## src/rtl/sram_arb_pkg.sv

```systemverilog
// Shared types and default widths for the IF/LSU SRAM arbiter.
package sram_arb_pkg;

  typedef enum logic [1:0] {
    IDLE   = 2'd0,
    ACCESS = 2'd1,
    RESP   = 2'd2
  } state_e;

  typedef enum logic {
    GNT_IF  = 1'b0,
    GNT_LSU = 1'b1
  } grant_e;

  localparam int ADDR_W_DEF = 18;
  localparam int DATA_W_DEF = 32;

endpackage

```

## src/rtl/sram_arbiter.sv

```systemverilog
// Arbitrates one multi-cycle single-port SRAM between instruction fetch and the
// LSU, returning registered read data and a pipeline-wide stall.
//
// state  | meaning
// IDLE   | no access in flight; grant LSU first, then IF
// ACCESS | SRAM outputs held, latency counter running down to zero
// RESP   | ack pulse for the granted requester; may chain straight to the other
module sram_arbiter
  import sram_arb_pkg::*;
#(
  parameter int ADDR_W   = ADDR_W_DEF,
  parameter int DATA_W   = DATA_W_DEF,
  parameter int SRAM_LAT = 2
) (
  input  logic                i_clk,
  input  logic                i_rst,
  input  logic                i_if_req,
  input  logic [ADDR_W-1:0]   i_if_addr,
  output logic [DATA_W-1:0]   o_if_rdata,
  output logic                o_if_ack,
  input  logic                i_lsu_req,
  input  logic                i_lsu_we,
  input  logic [ADDR_W-1:0]   i_lsu_addr,
  input  logic [DATA_W-1:0]   i_lsu_wdata,
  input  logic [DATA_W/8-1:0] i_lsu_bmask,
  output logic [DATA_W-1:0]   o_lsu_rdata,
  output logic                o_lsu_ack,
  output logic                o_sram_ce,
  output logic                o_sram_we,
  output logic [ADDR_W-1:0]   o_sram_addr,
  output logic [DATA_W-1:0]   o_sram_wdata,
  output logic [DATA_W/8-1:0] o_sram_bmask,
  input  logic [DATA_W-1:0]   i_sram_rdata,
  output logic                o_sram_stall
);

  localparam int BM_W  = DATA_W / 8;
  localparam int CNT_W = (SRAM_LAT > 1) ? $clog2(SRAM_LAT + 1) : 1;
  localparam logic [CNT_W-1:0] CNT_LOAD = CNT_W'(SRAM_LAT - 1);

  localparam logic [1:0] S_IDLE   = IDLE;
  localparam logic [1:0] S_ACCESS = ACCESS;
  localparam logic [1:0] S_RESP   = RESP;

  logic [1:0]       state;
  grant_e           gnt;
  grant_e           next_gnt;
  logic             do_grant;
  logic [CNT_W-1:0] cnt;
  logic             if_done;
  logic             lsu_done;
  logic             if_pend;
  logic             lsu_pend;

  assign if_pend  = i_if_req & ~if_done;
  assign lsu_pend = i_lsu_req & ~lsu_done;

  // Drops together with the last outstanding ack so the pipeline advances on that edge.
  assign o_sram_stall = ~i_rst & ((if_pend & ~o_if_ack) | (lsu_pend & ~o_lsu_ack));

  always_comb begin
    do_grant = 1'b0;
    next_gnt = GNT_IF;
    case (state)
      S_IDLE: begin
        if (lsu_pend) begin
          do_grant = 1'b1;
          next_gnt = GNT_LSU;
        end else if (if_pend) begin
          do_grant = 1'b1;
          next_gnt = GNT_IF;
        end
      end
      S_RESP: begin
        if (gnt == GNT_LSU && if_pend) begin
          do_grant = 1'b1;
          next_gnt = GNT_IF;
        end else if (gnt == GNT_IF && lsu_pend) begin
          do_grant = 1'b1;
          next_gnt = GNT_LSU;
        end
      end
      default: ;
    endcase
  end

  // Done flags keep a still-asserted, already-served request from re-issuing while frozen.
  always_ff @(posedge i_clk) begin
    if (i_rst) begin
      if_done  <= 1'b0;
      lsu_done <= 1'b0;
    end else if (o_sram_stall) begin
      if_done  <= if_done | o_if_ack;
      lsu_done <= lsu_done | o_lsu_ack;
    end else begin
      if_done  <= 1'b0;
      lsu_done <= 1'b0;
    end
  end

  always_ff @(posedge i_clk) begin
    if (i_rst) begin
      state        <= S_IDLE;
      gnt          <= GNT_IF;
      cnt          <= '0;
      o_sram_ce    <= 1'b0;
      o_sram_we    <= 1'b0;
      o_sram_addr  <= '0;
      o_sram_wdata <= '0;
      o_sram_bmask <= '0;
      o_if_ack     <= 1'b0;
      o_lsu_ack    <= 1'b0;
      o_if_rdata   <= '0;
      o_lsu_rdata  <= '0;
    end else begin
      o_if_ack  <= 1'b0;
      o_lsu_ack <= 1'b0;
      case (state)
        S_IDLE, S_RESP: begin
          o_sram_ce <= 1'b0;
          o_sram_we <= 1'b0;
          state     <= S_IDLE;
          if (do_grant) begin
            state     <= S_ACCESS;
            gnt       <= next_gnt;
            cnt       <= CNT_LOAD;
            o_sram_ce <= 1'b1;
            if (next_gnt == GNT_LSU) begin
              o_sram_we    <= i_lsu_we;
              o_sram_addr  <= i_lsu_addr;
              o_sram_wdata <= i_lsu_wdata;
              o_sram_bmask <= i_lsu_bmask;
            end else begin
              o_sram_we    <= 1'b0;
              o_sram_addr  <= i_if_addr;
              o_sram_wdata <= '0;
              o_sram_bmask <= {BM_W{1'b1}};
            end
          end
        end
        S_ACCESS: begin
          if (cnt == '0) begin
            state     <= S_RESP;
            o_sram_ce <= 1'b0;
            o_sram_we <= 1'b0;
            if (gnt == GNT_LSU) begin
              o_lsu_ack <= 1'b1;
              if (!o_sram_we) o_lsu_rdata <= i_sram_rdata;
            end else begin
              o_if_ack   <= 1'b1;
              o_if_rdata <= i_sram_rdata;
            end
          end else begin
            cnt <= cnt - CNT_W'(1);
          end
        end
        default: state <= S_IDLE;
      endcase
    end
  end

endmodule

```

## config.mk

```make
export PLATFORM = sky130hd
export DESIGN_NAME = sram_arbiter
export DESIGN_NICKNAME = d
export VERILOG_FILES = /design/src/rtl/sram_arb_pkg.sv /design/src/rtl/sram_arbiter.sv
export SDC_FILE = /design/constraint.sdc
export NUM_CORES = 1
export LEC_CHECK = 0
export CORE_MARGIN = 1.5
export CORE_UTILIZATION = 46
export CTS_BUF_LIST = sky130_fd_sc_hd__clkbuf_4
export DETAILED_ROUTE_END_ITERATION = 8
export PLACE_DENSITY_LB_ADDON = 0.05
export SLEW_MARGIN = 10
export SYNTH_ARGS = -nofsm -noshare
export SYNTH_HDL_FRONTEND = slang
export SYNTH_SLANG_ARGS = --single-unit
```

## constraint.sdc

```tcl
create_clock -name i_clk -period 3.75 [get_ports i_clk]
set_clock_uncertainty 0.05 [all_clocks]
set_input_delay 0.375 -clock i_clk [delete_from_list [all_inputs] [get_ports i_clk]]
set_output_delay 0.375 -clock i_clk [all_outputs]
set_load 0.01 [all_outputs]
```

### Yosys cells after proc, flatten, opt, wreduce, memory -nomap -nowiden

Cells that the tools add are included.

* bits in registers: 129
* input port bits: 109
* output and inout bits: 123
* word-level logic and storage cells: 76

* add/subtract/negate cells: 1
* eq/ne operators: 5
* muxes and demuxes: 25
* bitwise gates (word level): 18
* reductions and logical operators: 13

Operator list (count)
* $mux W32: 1
* $mux W18: 1
* $mux W1: 13
* $not A1 Y1: 10
* $pmux W1 S2: 4
* $pmux W2 S2: 2
* $mux W2: 3
* $ne A2 B2 Y1 const B: 3
* $reduce_and A3 Y1: 2
* $and A1 B1 Y1: 5
* $logic_not A2 Y1: 2
* $mux W4: 1
* $reduce_and A2 Y1: 2
* $reduce_and A4 Y1: 1
* $reduce_or A2 Y1: 2
* $or A1 B1 Y1: 3
* $reduce_or A3 Y1: 1
* $eq A2 B1 Y1 const B: 1
* $eq A2 B2 Y1 const B: 1
* $logic_and A1 B1 Y1: 2
* $reduce_bool A2 Y1: 1
* $sub A2 B1 Y2 const B: 1

### Depth between registers and ports, before layout

Gate-level depths: netlist of run 1.

* depth after elaboration: 9
* depth in mapped cells: 8
* mapped depth without buffers: 6

### Least setup slack after synthesis of run 1

No wires, ideal clock.

* path kind: flip-flop to flip-flop
* from: register cnt[0]
* to: register o_lsu_rdata[31]
* library setup time: 0.132 ns
* arrival: 1.401 ns
* required time: 3.568 ns
* setup slack: 2.166 ns
* cell stages (with the launch flop): 9
* path buffers: 2
* clock period less this slack: 1.584 ns
* cells stage by stage: dfxtp_1 -> inv_1 -> ha_1 -> nand3b_4 -> or3b_1 -> buf_2 -> buf_6 -> nand2_1 -> a21oi_1

* cells in the longest elaborated chain, start to end: 2

Ends and longest elaborated chain
* from (decl): line sram_arbiter.sv:49 `logic [CNT_W-1:0] cnt;`
* from (signal assigned): line sram_arbiter.sv:154 `cnt <= cnt - CNT_W'(1);`
* $logic_not A2 Y1: line sram_arbiter.sv:142 `if (cnt == '0) begin`
* $reduce_and A4 Y1 (no line)
* to (signal assigned): line sram_arbiter.sv:148 `if (!o_sram_we) o_lsu_rdata <= i_sram_rdata;`
* to (decl): line sram_arbiter.sv:26 `output logic [DATA_W-1:0] o_lsu_rdata,`

No other way between the ends.
A chain may end at the register's enable or synchronous reset.

### Worst setup path in the final report of run 1

* from: register lsu_done
* to: output o_sram_stall

* cells in the longest elaborated chain, start to end: 5

Ends and longest elaborated chain
* from (decl): line sram_arbiter.sv:51 `logic lsu_done;`
* from (signal assigned): line sram_arbiter.sv:94 `lsu_done <= lsu_done | o_lsu_ack;`
* $not A1 Y1: line sram_arbiter.sv:56 `assign lsu_pend = i_lsu_req & ~lsu_done;`
* $and A1 B1 Y1: line sram_arbiter.sv:56
* $and A1 B1 Y1: line sram_arbiter.sv:59 `assign o_sram_stall = ~i_rst & ((if_pend & ~o_if_ack) | (lsu_pend & ~o_lsu_ack));`
* $or A1 B1 Y1: line sram_arbiter.sv:59
* $and A1 B1 Y1: line sram_arbiter.sv:59
* to (decl): line sram_arbiter.sv:34 `output logic o_sram_stall`

No other way between the ends.

==> flow_metrics.py, run 1 <==
metrics = {
    "final_layout": {
        "synthToLayoutAreaGrowth_pct": 50.4,
        "nFillCells": 842,
        "postLayoutCoreUtil": 0.719,
        "n_antenna_cell": 0,
        "nNetsFinal": 906,
        "drive_above_1_share": 0.0779,
    },
    "cts": {
        "clock-sinks": 129,
        "numCtsBuffers": 17,
        "cts_max_level": 4,
        "path_clk_slew_ns": 0.11,
        "cts_setup_buffers": 0,
        "cts-root-buf": "clkbuf_4",
        "cts_resized": 0,
        "ctsHoldBuffers": 0,
        "clockBufferDepth": 2,
        "cts_tree": "built",
        "clkLatencyLatePin_ns": 0.51,
    },
    "sta": {
        "rsz0062_at_grt": "false",
        "worst_pin_slew_ns": 1.09,
        "hold_viol_final": 0,
        "final.setup.tns_ns": 0,
        "setup_viol": 0,
        "fin_crit_ns": 2.57,
        "report.final.slew_viol_count": 0,
        "max_slew_margin": 0.271,
        "max_freq_ghz": 0.389,
        "holdWs_ns": 0.286,
        "finalCritPeriodShare": 0.685,
    },
    "synth": {
        "synth_edf_count": 0,
        "synth_area_per_cell_sq_um": 8.37,
        "synth_nets": 702,
        "synth_top_flop_cell": "dfxtp_1",
        "yosysSeqAreaShare": 0.521,
        "synthCells": 592,
        "async_reset_ff_frac": 0,
        "ys_ff_latch": 129,
        "synth_warnings": 0,
        "synth.distinct_cells": 37,
        "synth_area_sq_mm": 0.00496,
    },
    "worst_setup_path": {
        "max_stage_delay_ns": 0.60,
        "crit_chain": "nand2b_1 -> o22a_1 -> nor2_1 -> clkdlybuf4s50_1",
        "rr_worst_depth": 6,
        "path_buf_inv": 1,
        "cp_top_family": "buffers and inverters",
        "r2r_end": "o_lsu_rdata[7]",
        "slowest_stage": "clkdlybuf4s50_1",
        "crit_required_ns": 3.32,
        "worstSetupPathType": "flop to output pin",
        "path_max_fanout": 7,
        "startpoint_type": "flop",
        "reg2reg_from": "cnt[0]",
        "critPathArrivalTime_ns": 2.14,
        "endpoint_kind": "output pin",
        "rrSetupSlack_ns": 1.58,
    },
    "job": {
        "max_cap_viol_count": 0,
    },
    "floorplan": {
        "core_sq_mm": 0.0104,
        "ios": 232,
        "rows": 37,
        "die_width_um": 107,
        "die_y_um": 107,
        "dieArea_sq_mm": 0.0114,
        "initial_core_util": 0.478,
    },
    "hold_path": {
        "hold_path_depth": 2,
        "min_from": "i_rst",
        "hold_class": "primary input to flop",
        "min_to": "o_if_rdata[3]",
    },
    "routing": {
        "viasPerCell": 5.19,
        "antenna_left": 0,
        "drt_wl_total_mm": 13.9,
        "drt_iter0_drc": 268,
        "wl_per_cell_um": 14.7,
        "drt_first_pass_iters": 5,
        "drc": 0,
        "dr_total_vias": 4908,
    },
    "global_routing": {
        "grt_use_total": 0.243,
        "antenna_found_initial": 0,
        "grt_start_max_net_pins": 79,
        "overflow": 0,
        "grt_first_pass_wirelength_mm": 22.2,
        "grt_pass1_vias": 4794,
    },
    "pwr": {
        "power_frac_comb": 0.221,
        "powerDensity_mw_per_mm2": 410,
        "power_uw": 3050,
        "clockPowerShare": 0.279,
        "p_int_uw": 2160,
        "peakVddDrop_mv": 0.183,
        "power_switching_uw": 893,
        "swShare": 0.292,
        "sequentialPowerShare": 0.500,
        "power.leakage_uw": 0.00261,
    },
    "status": {
        "outcome": "finished, final reports clean",
    },
    "place": {
        "portBuffers": 231,
        "gp_congestion": 0.809,
        "post-dp-hpwl_mm": 9.54,
    },
}
-- logic make-up (layout without fill, tap and decap cells) --
family,count (synthesis),in the layout,share of synthesized area
compound gates,186,186,0.234
fa+ha+maj,1,1,0.00252
buf+inv,52,269,0.0571
flops,129,129,0.521
simple gates,224,224,0.186
-- sequential cells by signal (all words and copies together) (netlist names) --
signal / cells
lsu_done: 1
o_sram_bmask: 4
o_lsu_ack: 1
o_sram_ce: 1
state: 2
o_if_ack: 1
o_if_rdata: 32
cnt: 2
gnt: 1
if_done: 1
o_sram_we: 1
o_lsu_rdata: 32
o_sram_wdata: 32
o_sram_addr: 18
-- layout by cell type, fill, tap and decap left out, types with 5 or more instances in the layout --
cell type	Yosys	layout
clkdlybuf4s50_1	0	230
o21ai_0	33	33
dfxtp_1	129	129
clkinv_2	0	5
clkbuf_4	0	19
a21oi_1	123	123
nand2_1	197	197
a311oi_2	15	15
nor2_1	9	8
buf_4	5	5
-- metal layers --
layer,up-vias,wire length [um],track usage
met5,-,0,0
met4,0,344,0.107
met3,30,1030,0.0742
met2,180,6930,0.414
met1,2287,5590,0.281
li1,2411,-,-
-- worst register-to-register path, cell delays in order, from the launching register on --
cell	delay [ns]
dfxtp_1	0.37
inv_1	0.05
ha_1	0.26
nand3b_4	0.14
or3b_1	0.86
nand2_1	0.18
a21oi_1	0.19
-- worst max path at each step --
stage	startpoint	end	slack, ns	cells past startpoint
2_1_floorplan	cnt[0]	o_lsu_rdata[31]	2.17	8
3_3_place_gp	i_lsu_req	o_sram_addr[6]	1.25	6
3_5_place_dp	i_lsu_req	o_sram_addr[0]	1.17	6
4_1_cts	lsu_done	o_sram_stall	1.14	4
5_1_grt	lsu_done	o_sram_stall	1.01	4
6_report	lsu_done	o_sram_stall	1.18	4
-- power by group through the flow --
stage | clock network, uW | registers, uW | logic (uW)
detailed placement | 0 | 1560 | 678
global placement | 0 | 1550 | 662
finish | 852 | 1530 | 676
CTS | 875 | 1530 | 680
global route | 937 | 1540 | 734
floorplan | 0 | 1590 | 302
-- final cells by class --
class                           count  area [sq um]  share of cell area
Clock buffer                       19           143              0.0191
Clock inverter                     13           114              0.0153
Inverter                            2          7.51             0.00101
Multi-Input combinational cell    411          2100               0.282
Sequential cell                   129          2580               0.346
Tap cell                          136           170              0.0228
Timing Repair Buffer              235          2340               0.314
-- Yosys cell counts, types with 2 or more instances --
library cell / number / area share
a311oi_1: 3 / 0.0053
buf_1: 3 / 0.0023
o21ai_0: 33 / 0.033
dfxtp_1: 129 / 0.52
nor3_1: 4 / 0.0040
nor2_1: 9 / 0.0068
a21oi_1: 123 / 0.12
buf_6: 6 / 0.014
nand2b_1: 4 / 0.0050
o21a_1: 2 / 0.0030
nand2_1: 197 / 0.15
clkbuf_1: 17 / 0.013
a311oi_2: 15 / 0.045
buf_4: 5 / 0.0076
inv_1: 2 / 0.0015
buf_2: 19 / 0.019
-- per-stage QoR --
stage	instances	worst slack, ns	instance area [sq um]
6_report	945	1.18	7460
5_1_grt	945	1.01	7460
4_1_cts	945	1.14	7460
3_5_place_dp	913	1.17	7200
3_3_place_gp	913	1.25	7200
2_1_floorplan	592	2.17	4960
No activity file was read; power rests on OpenSTA's default activity.
==> run 2, diff against run 1 <==
--- a/config.mk
+++ b/config.mk
@@ -6,7 +6,7 @@
 export NUM_CORES = 1
 export LEC_CHECK = 0
 export CORE_MARGIN = 1.5
-export CORE_UTILIZATION = 46
+export CORE_UTILIZATION = 38
 export CTS_BUF_LIST = sky130_fd_sc_hd__clkbuf_4
 export DETAILED_ROUTE_END_ITERATION = 8
 export PLACE_DENSITY_LB_ADDON = 0.05
==> constraint.sdc (replaced) <==
create_clock -name i_clk -period 2.07 [get_ports i_clk]
set_clock_uncertainty 0.05 [all_clocks]
set_input_delay 0.207 -clock i_clk [delete_from_list [all_inputs] [get_ports i_clk]]
set_output_delay 0.207 -clock i_clk [all_outputs]
set_load 0.01 [all_outputs]
==> run 2 against run 1 <==
Global-route usage down 3.6 points. Non-clock buffer count up 12. Combinational power up 91%. Via count down 1.3%. Largest cell class unchanged.
==> flow_metrics.py, run 2 (synthesis results as in run 1) <==
metrics = {
    "status": {
        "outcome": "finished, final reports clean",
    },
    "sta": {
        "finalCritPeriodShare": 0.912,
        "report.final.slew_viol_count": 0,
        "worst_pin_slew_ns": 0.669,
        "setup_viol": 0,
        "max_slew_margin": 0.554,
        "hold_viol_final": 0,
        "max_freq_ghz": 0.530,
        "final.setup.tns_ns": 0,
        "rsz0062_at_grt": "false",
        "fin_crit_ns": 1.89,
    },
    "routing": {
        "drt_iter0_drc": 275,
        "dr_total_vias": 4846,
        "viasPerCell": 4.89,
        "antenna_left": 0,
        "drt_wl_total_mm": 14.2,
        "wl_per_cell_um": 14.4,
        "drt_first_pass_iters": 4,
        "drc": 0,
    },
    "worst_setup_path": {
        "crit_chain": "nand2b_1 -> o22a_1 -> nor2_1 -> dlygate4sd2_1",
        "slowest_stage": "dfxtp_1",
        "critPathArrivalTime_ns": 1.63,
        "path_max_fanout": 3,
        "cp_top_family": "flip-flops",
        "path_buf_inv": 1,
        "worstSetupPathType": "flop to output pin",
        "max_stage_delay_ns": 0.33,
        "reg2reg_from": "cnt[0]",
        "crit_required_ns": 1.81,
        "rrSetupSlack_ns": 0.26,
        "startpoint_type": "flop",
        "rr_worst_depth": 6,
        "endpoint_kind": "output pin",
        "r2r_end": "o_if_rdata[13]",
    },
    "cts": {
        "numCtsBuffers": 17,
        "ctsHoldBuffers": 0,
        "path_clk_slew_ns": 0.09,
        "clkLatencyLatePin_ns": 0.52,
        "cts-root-buf": "clkbuf_4",
        "clockBufferDepth": 2,
        "cts_max_level": 4,
        "clock-sinks": 129,
        "cts_tree": "built",
    },
    "final_layout": {
        "drive_above_1_share": 0.0831,
        "reg.largest.list": "o_if_rdata (32), o_lsu_rdata (32), o_sram_wdata (32)",
        "multi_input_area_sq_mm": 0.00210,
        "synthToLayoutAreaGrowth_pct": 54.6,
        "nNetsFinal": 918,
        "postLayoutCoreUtil": 0.605,
        "layout_common_cells": "clkdlybuf4s50_1 (229), nand2_1 (197), dfxtp_1 (129), a21oi_1 (123), o21ai_0 (33)",
        "regArea_sq_mm": 0.00258,
        "final_common_cell": "clkdlybuf4s50_1",
        "finalInstanceArea_sq_mm": 0.00766,
        "nFillCells": 1172,
    },
    "floorplan": {
        "initial_core_util": 0.391,
        "rows": 41,
        "core_sq_mm": 0.0127,
        "dieArea_sq_mm": 0.0137,
        "die_width_um": 117,
        "ios": 232,
        "die_y_um": 117,
    },
    "global_routing": {
        "grt_pass1_vias": 4562,
        "grt_start_max_net_pins": 127,
        "grt_first_pass_wirelength_mm": 22.0,
        "overflow": 0,
        "antenna_found_initial": 1,
        "grt_use_total": 0.208,
    },
    "pwr": {
        "powerDensity_mw_per_mm2": 744,
        "power.leakage_uw": 0.00270,
        "peakVddDrop_mv": 0.383,
    },
    "job": {
        "max_cap_viol_count": 0,
    },
    "place": {
        "portBuffers": 231,
        "gp_congestion": 0.747,
        "placed_area_sq_mm": 0.00740,
        "post-dp-hpwl_mm": 9.58,
    },
    "hold_path": {
        "min_to": "if_done",
        "hold_path_depth": 4,
        "min_from": "i_rst",
        "hold_class": "primary input to flop",
    },
}
-- run 2: worst register-to-register path, delay by kind of cell, from the launching register on --
family                     cells  cell delay (ns)
DFF                            1             0.36
AOI/OAI and AO/OA              1             0.16
and+or+nand+nor                3             0.86
buffers and inverters          1             0.05
adders and majority gates      1             0.26
-- run 2: final cells by class --
type	instances	share of cell area
clock inverter	10	0.0157
sequential	129	0.337
timing repair buffer	247	0.325
antenna	1	0.000327
clock buffer	19	0.0186
multi-input combinational	411	0.274
inverter	2	0.000980
tap	172	0.0281
-- run 2: metrics by stage --
step	hold slack [ns]	total power, uW	setup WS (ns)	cells
detailed placement	0.397	4110	0.106	961
global placement	0.382	4080	0.126	961
finish	0.0520	5700	0.182	991
CTS	0.00912	5770	0.115	990
floorplan	0.293	3420	0.486	592
global route	0.0350	6000	0.00907	991
-- run 2: where the power goes --
| part | switching, uW | total [uW] | internal [uW] | leakage [uW] |
|---|---|---|---|---|
| logic | 607 | 1290 | 683 | 0.00150 |
| registers | 98.2 | 2750 | 2660 | 0.00105 |
| clock network | 835 | 1660 | 823 | 0.000148 |
-- run 2: worst max path at each step --
stage | startpoint | end | slack (ns) | cells after the start
6_report | if_done | o_sram_stall | 0.18 | 4
3_3_place_gp | i_if_req | o_sram_stall | 0.13 | 5
3_5_place_dp | i_lsu_req | o_sram_wdata[17] | 0.11 | 7
2_1_floorplan | cnt[0] | o_lsu_rdata[31] | 0.49 | 8
5_1_grt | if_done | o_sram_stall | 0.009 | 4
4_1_cts | if_done | o_sram_stall | 0.12 | 4
-- run 2: layer usage --
metal	GRT usage	vias to the layer above	wire, um
met1	0.243	2235	5880
met5	0	-	0
li1	-	2430	-
met3	0.0726	25	1060
met2	0.344	156	6990
met4	0.0908	0	314
-- run 2: what timing repair did --
action                                  4_1_cts  5_1_grt
gates resized for setup                       1        0
endpoints found under the setup margin        1        0
setup buffers                                 0        0
